File: config.mk
export PLATFORM = sky130hd
export DESIGN_NAME = icon_loader_flat
export DESIGN_NICKNAME = d
export VERILOG_FILES = /design/src/rtl/icon_loader_if.sv /design/src/rtl/icon_loader.sv /design/src/flat_wrapper.sv
export SDC_FILE = /design/constraint.sdc
export NUM_CORES = 1
export LEC_CHECK = 0
export CAP_MARGIN = 0
export CORE_ASPECT_RATIO = 0.5
export CORE_MARGIN = 5
export CORE_UTILIZATION = 52
export DETAILED_ROUTE_END_ITERATION = 6
export PLACE_DENSITY_LB_ADDON = 0.12
export SKIP_CTS_REPAIR_TIMING = 1
export SYNTH_ARGS = -nofsm -noshare
export SYNTH_HDL_FRONTEND = slang
export SYNTH_SLANG_ARGS = --single-unit
File: constraint.sdc
create_clock -name clk -period 2.41 [get_ports clk]
set_clock_uncertainty 0.1 [all_clocks]
set_input_delay 0.6025 -clock clk [delete_from_list [all_inputs] [get_ports clk]]
set_output_delay 0.6025 -clock clk [all_outputs]
set_load 0.05 [all_outputs]
File: src/rtl/icon_loader_if.sv
// icon_loader_if: pixel stream in and icon RAM write port out of icon_loader.
// The master side is the pixel source that also observes the RAM write bus.
interface icon_loader_if;
   logic [7:0] px_data;
   logic       px_valid;
   logic       px_ready;
   logic       ram_we;
   logic [7:0] ram_addr;
   logic [7:0] ram_wdata;

   modport master (
      output px_data, px_valid,
      input  px_ready, ram_we, ram_addr, ram_wdata
   );

   modport slave (
      input  px_data, px_valid,
      output px_ready, ram_we, ram_addr, ram_wdata
   );
endinterface

File: src/rtl/icon_loader.sv
// icon_loader: writes the BLANK entry, then a raster-ordered icon, into the icon RAM.
// Define ICON_LOADER_CHKSUM_EN to add an XOR checksum of accepted pixels.
module icon_loader #(
   parameter int         ICON_WIDTH  = 15,
   parameter int         ICON_HEIGHT = 15,
   parameter logic [7:0] BLANK       = 8'd226,
   parameter logic [7:0] TRANSPARENT = 8'h00
) (
   input  logic clk,
   input  logic reset,
   input  logic start,
   input  logic abort,
   icon_loader_if.slave bus,
   output logic busy,
   output logic done
`ifdef ICON_LOADER_CHKSUM_EN
   ,
   output logic [7:0] chksum
`endif
);
   typedef enum logic [1:0] {IDLE, BLANKW, LOAD, DONE} state_t;

   localparam logic [7:0] COL_LAST = 8'(ICON_WIDTH - 1);
   localparam logic [7:0] ROW_LAST = 8'(ICON_HEIGHT - 1);

   state_t     state, state_nx;
   logic [7:0] row, col, lin;
   logic       accept, last;

   assign accept = (state == LOAD) && bus.px_valid;
   assign last   = (row == ROW_LAST) && (col == COL_LAST);

   always_ff @(posedge clk) begin
      if (reset) state <= IDLE;
      else       state <= state_nx;
   end

   always_comb begin
      state_nx     = state;
      bus.px_ready = 1'b0;
      busy         = 1'b1;
      done         = 1'b0;
      unique case (state)
         IDLE: begin
            busy = 1'b0;
            if (start) state_nx = BLANKW;
         end
         BLANKW: state_nx = LOAD;
         LOAD: begin
            bus.px_ready = 1'b1;
            if (accept && last) state_nx = DONE;
         end
         DONE: begin
            done     = !abort;
            state_nx = IDLE;
         end
         default: state_nx = IDLE;
      endcase
      // abort overrides every transition, including start and a final accept
      if (abort) state_nx = IDLE;
   end

   always_ff @(posedge clk) begin
      if (reset) begin
         bus.ram_we    <= 1'b0;
         bus.ram_addr  <= 8'd0;
         bus.ram_wdata <= 8'd0;
         row           <= 8'd0;
         col           <= 8'd0;
         lin           <= 8'd0;
      end else begin
         bus.ram_we <= 1'b0;
         if (!abort) begin
            if (state == BLANKW) begin
               bus.ram_we    <= 1'b1;
               bus.ram_addr  <= BLANK;
               bus.ram_wdata <= TRANSPARENT;
               row           <= 8'd0;
               col           <= 8'd0;
               lin           <= 8'd0;
            end else if (accept) begin
               bus.ram_we    <= 1'b1;
               bus.ram_addr  <= lin;
               bus.ram_wdata <= bus.px_data;
               lin           <= lin + 8'd1;
               if (col == COL_LAST) begin
                  col <= 8'd0;
                  row <= row + 8'd1;
               end else begin
                  col <= col + 8'd1;
               end
            end
         end
      end
   end

`ifdef ICON_LOADER_CHKSUM_EN
   always_ff @(posedge clk) begin
      if (reset)
         chksum <= 8'd0;
      else if (state == IDLE && start && !abort)
         chksum <= 8'd0;
      else if (accept && !abort)
         chksum <= chksum ^ bus.px_data;
   end
`endif
endmodule
File: src/flat_wrapper.sv
// flat-port wrapper written by rule: the top's interface ports become plain ports
module icon_loader_flat 
#(
   parameter int         ICON_WIDTH  = 15,
   parameter int         ICON_HEIGHT = 15,
   parameter logic [7:0] BLANK       = 8'd226,
   parameter logic [7:0] TRANSPARENT = 8'h00
)
  (clk, reset, start, abort, busy, done, bus_px_data, bus_px_valid, bus_px_ready, bus_ram_we, bus_ram_addr, bus_ram_wdata);
  icon_loader_if bus_i ();
  input  logic clk;
  input  logic reset;
  input  logic start;
  input  logic abort;
  output logic busy;
  output logic done;
  input wire logic [$bits(bus_i.px_data)-1:0] bus_px_data;
  input wire logic [$bits(bus_i.px_valid)-1:0] bus_px_valid;
  output wire logic [$bits(bus_i.px_ready)-1:0] bus_px_ready;
  output wire logic [$bits(bus_i.ram_we)-1:0] bus_ram_we;
  output wire logic [$bits(bus_i.ram_addr)-1:0] bus_ram_addr;
  output wire logic [$bits(bus_i.ram_wdata)-1:0] bus_ram_wdata;
  assign bus_i.px_data = bus_px_data;
  assign bus_i.px_valid = bus_px_valid;
  assign bus_px_ready = bus_i.px_ready;
  assign bus_ram_we = bus_i.ram_we;
  assign bus_ram_addr = bus_i.ram_addr;
  assign bus_ram_wdata = bus_i.ram_wdata;
  icon_loader #(.ICON_WIDTH(ICON_WIDTH), .ICON_HEIGHT(ICON_HEIGHT), .BLANK(BLANK), .TRANSPARENT(TRANSPARENT)) u_core (.clk(clk), .reset(reset), .start(start), .abort(abort), .bus(bus_i), .busy(busy), .done(done));
endmodule
==> implementation parameters <==
Parameter                              Value

Detailed routing
  Average wire per cell in the routed design    15.1 um
  1st-pass router iterations    4
  Total via count after detailed routing    1663
  Remaining design rule violation count    0
  Sum of routed wire length over all layers    4450 um
  Vias per inst    5.66
  Violation count after the first detailed-routing iteration    100
  Count of nets left with antenna violations after detail routing    0

Clocking
  Max Buffers Root-to-Sink    2
  Number of levels the H-tree was split into    2
  TritonCTS buffer count    5
  Num Clock Sinks    43
  Clk Tree Root Cell    sky130_fd_sc_hd__clkbuf_8
  CTS tree    done
  Clock transition at the registers of the reported paths    0.08 ns
  Clock insertion delay at the later pin of the skew report    0.30 ns

Layout
  Final #Nets    264
  Signed area change from the synthesized netlist to the final layout    29.7%
  Most frequent standard cell in the layout excluding fill and tap cells    sky130_fd_sc_hd__dfxtp_1
  Most frequent cells in the layout    sky130_fd_sc_hd__dfxtp_1 (43), sky130_fd_sc_hd__clkdlybuf4s50_1 (29), sky130_fd_sc_hd__nor2_1 (20), sky130_fd_sc_hd__o221a_2 (14), sky130_fd_sc_hd__buf_4 (14)
  Antenna fix cells    0
  Final standard cell utilization of the core    72.0%
  Final non-filler cell area    2540 um2
  Cell Count, Final, Fillers Out    294
  Number of filler instances in the final layout    298
  Share of post-route cells with drive strength above 1    16.5%

Setup path
  Kind of cell adding the most delay to the critical path    buffers and inverters
  Master of the slowest instance on the critical path    sky130_fd_sc_hd__clkdlybuf4s50_1
  Reg-to-reg critical path startpoint    u_core.row[1]
  CP startpoint    abort
  Highest cell delay on the worst timing path    0.48 ns
  Critical path peak fanout    4
  CP Launch Type    input port
  Number of buffer and inverter instances along the worst setup path    2
  Endpoint type of the worst setup path    primary output
  CP Class    in2out
  Arrival @ worst endpoint    1.49 ns
  Critical Path RT    1.71 ns
  Series of cell instances along the critical path    clkdlybuf4s50_1 > nor2b_1 > buf_12

STA
  Unrepaired setup endpoints after global routing    false
  Maximum clock frequency    457 MHz
  Post-route clock period utilization    90.9%
  Final hold violations    0
  Final count of pins violating max slew    0
  Min Tclk post-route    2.19 ns
  Number of setup violations in the final report    0
  Hold WS    0.382 ns
  Summed negative setup slack over all endpoints    0 ns
  Worst slew margin relative to its limit    65.2%
  Post-route setup slack    0.219 ns
  Measured slew at the worst slew-check pin    0.521 ns

Global routing
  Global-route congestion overflow total    0
  Global-route wire length before repair    7640 um
  Global routing usage summed across all routing layers    19.0%
  Number of antenna violations at the first check in global routing    0
  Number of global-route vias before repair    1666
  Maximum number of pins on one net before global-route repair    20

Placed design
  Post-placement setup slack    0.0157 ns
  Routability congestion estimate from global placement    0.843
  Post-DP Area    2400 um2
  HPWL after detailed placement    3150 um
  Port Buffers    32
  Dpl cells    286

Power
  Switching part of the total    24.3%
  PwrDens    639 nW/um2
  Leak pwr    0.917 nW
  Sw power    0.393 mW
  Internal power component    1.23 mW
  Power share of the combinational group    13.1%
  Clock network fraction of total power    41.1%
  Sequential share of power    45.7%
  Peak supply drop    383 uV
  Total Power    1.62 mW

Synthesis
  Number of flops mapped to enable cells by yosys    0
  Yosys cell types    38
  Async SR Flop Fraction    0%
  Seq/Total Area, Yosys    44.0%
  Warning count from the yosys run    0
  Number of cells produced by synthesis    203
  Post-Syn Nets    225
  Netlist area before placement    1960 um2
  Most used flip-flop cell after synthesis    sky130_fd_sc_hd__dfxtp_1
  Flip-flop and latch count after synthesis    43
  Post-Syn Area per Cell    9.64 um2

Floorplanning
  Overall die width    96.8 um
  Number of core rows    15
  I/O pin cnt    33
  Die Footprint    5160 um2
  Initial cell density of the core    55.5%
  Vertical die dimension    53.4 um
  Area of the placeable core    3530 um2

Worst hold path
  Hold_sp    u_core.row[7]
  Hold Crit Class    reg2reg

Status
  Result of the run    complete, no violations

Job
  MaxCap Viol Count    0
kinds of logic after synthesis:
logic type | Yosys count | synth area share (%)
DFF | 43 | 44.0
adders and majority gates | 9 | 5.75
AOI/OAI and AO/OA | 45 | 19.2
xor gates and xnor gates | 11 | 4.92
buffers and inverters | 22 | 4.48
and+or+nand+nor | 70 | 20.1
muxes | 3 | 1.53
synthesized netlist by cell type (all sizes together), types with 6 or more instances:
cell type	number	area share, %
nand4	6	1.9
nor2	20	3.8
o221a	14	8.1
xnor2	10	4.5
ha	9	5.8
dfxtp	43	44
clkbuf	9	1.7
or4	7	2.7
inv	9	1.7
o31ai	6	2.3
a21oi	11	2.8
nand2	11	2.1
cell type report:
class                   count  area (um2)  area share, %
repair buffers             45         435           17.2
well taps                  51        63.8           2.51
flip-flops and latches     43         861           33.9
clock inverters             3        67.6           2.66
inverters                   9        33.8           1.33
multi-input cells         138        1010           39.7
clock buffers               5        68.8           2.71
registers in the layout (all words and copies together), names as in the netlist:
register / count
u_core.bus.ram_addr: 8
u_core.bus.ram_wdata: 8
u_core.row: 8
u_core.state: 2
u_core.lin: 8
u_core.col: 8
u_core.bus.ram_we: 1
path summary, 6_finish.rpt:
path | to | cells after the start | slack [ns]
worst min register to register | u_core.row[7] | 2 | 0.38
worst max-delay path | done | 3 | 0.22
worst min-delay path | u_core.row[7] | 2 | 0.38
worst max register to register | u_core.state[0] | 5 | 0.41
worst reg2reg max path: stages, from the launching register on:
cell and delay, ns:
sky130_fd_sc_hd__dfxtp_1 0.42, sky130_fd_sc_hd__ha_1 0.19, sky130_fd_sc_hd__or3b_1 0.34, sky130_fd_sc_hd__o41a_1 0.40, sky130_fd_sc_hd__a221oi_2 0.27, sky130_fd_sc_hd__o221a_2 0.24
per-layer routing:
metal / GRT usage [%] / vias up / wire length [um] / share of wire (%)
met3: 8.55 / 5 / 310 / 7.0
met2: 31.8 / 37 / 1960 / 44
met4: 4.20 / 0 / 36 / 0.81
met5: 0 / - / 0 / 0
met1: 22.6 / 789 / 2150 / 48
li1: - / 832 / - / -
power groups by stage:
stage	clock network, mW	registers (mW)	logic, mW
2_1_floorplan	0	0.807	0.0797
3_3_place_gp	0	0.757	0.210
4_1_cts	0.677	0.742	0.215
3_5_place_dp	0	0.758	0.214
5_1_grt	0.717	0.745	0.227
6_report	0.667	0.742	0.213
(Power assumes the default switching activity.)
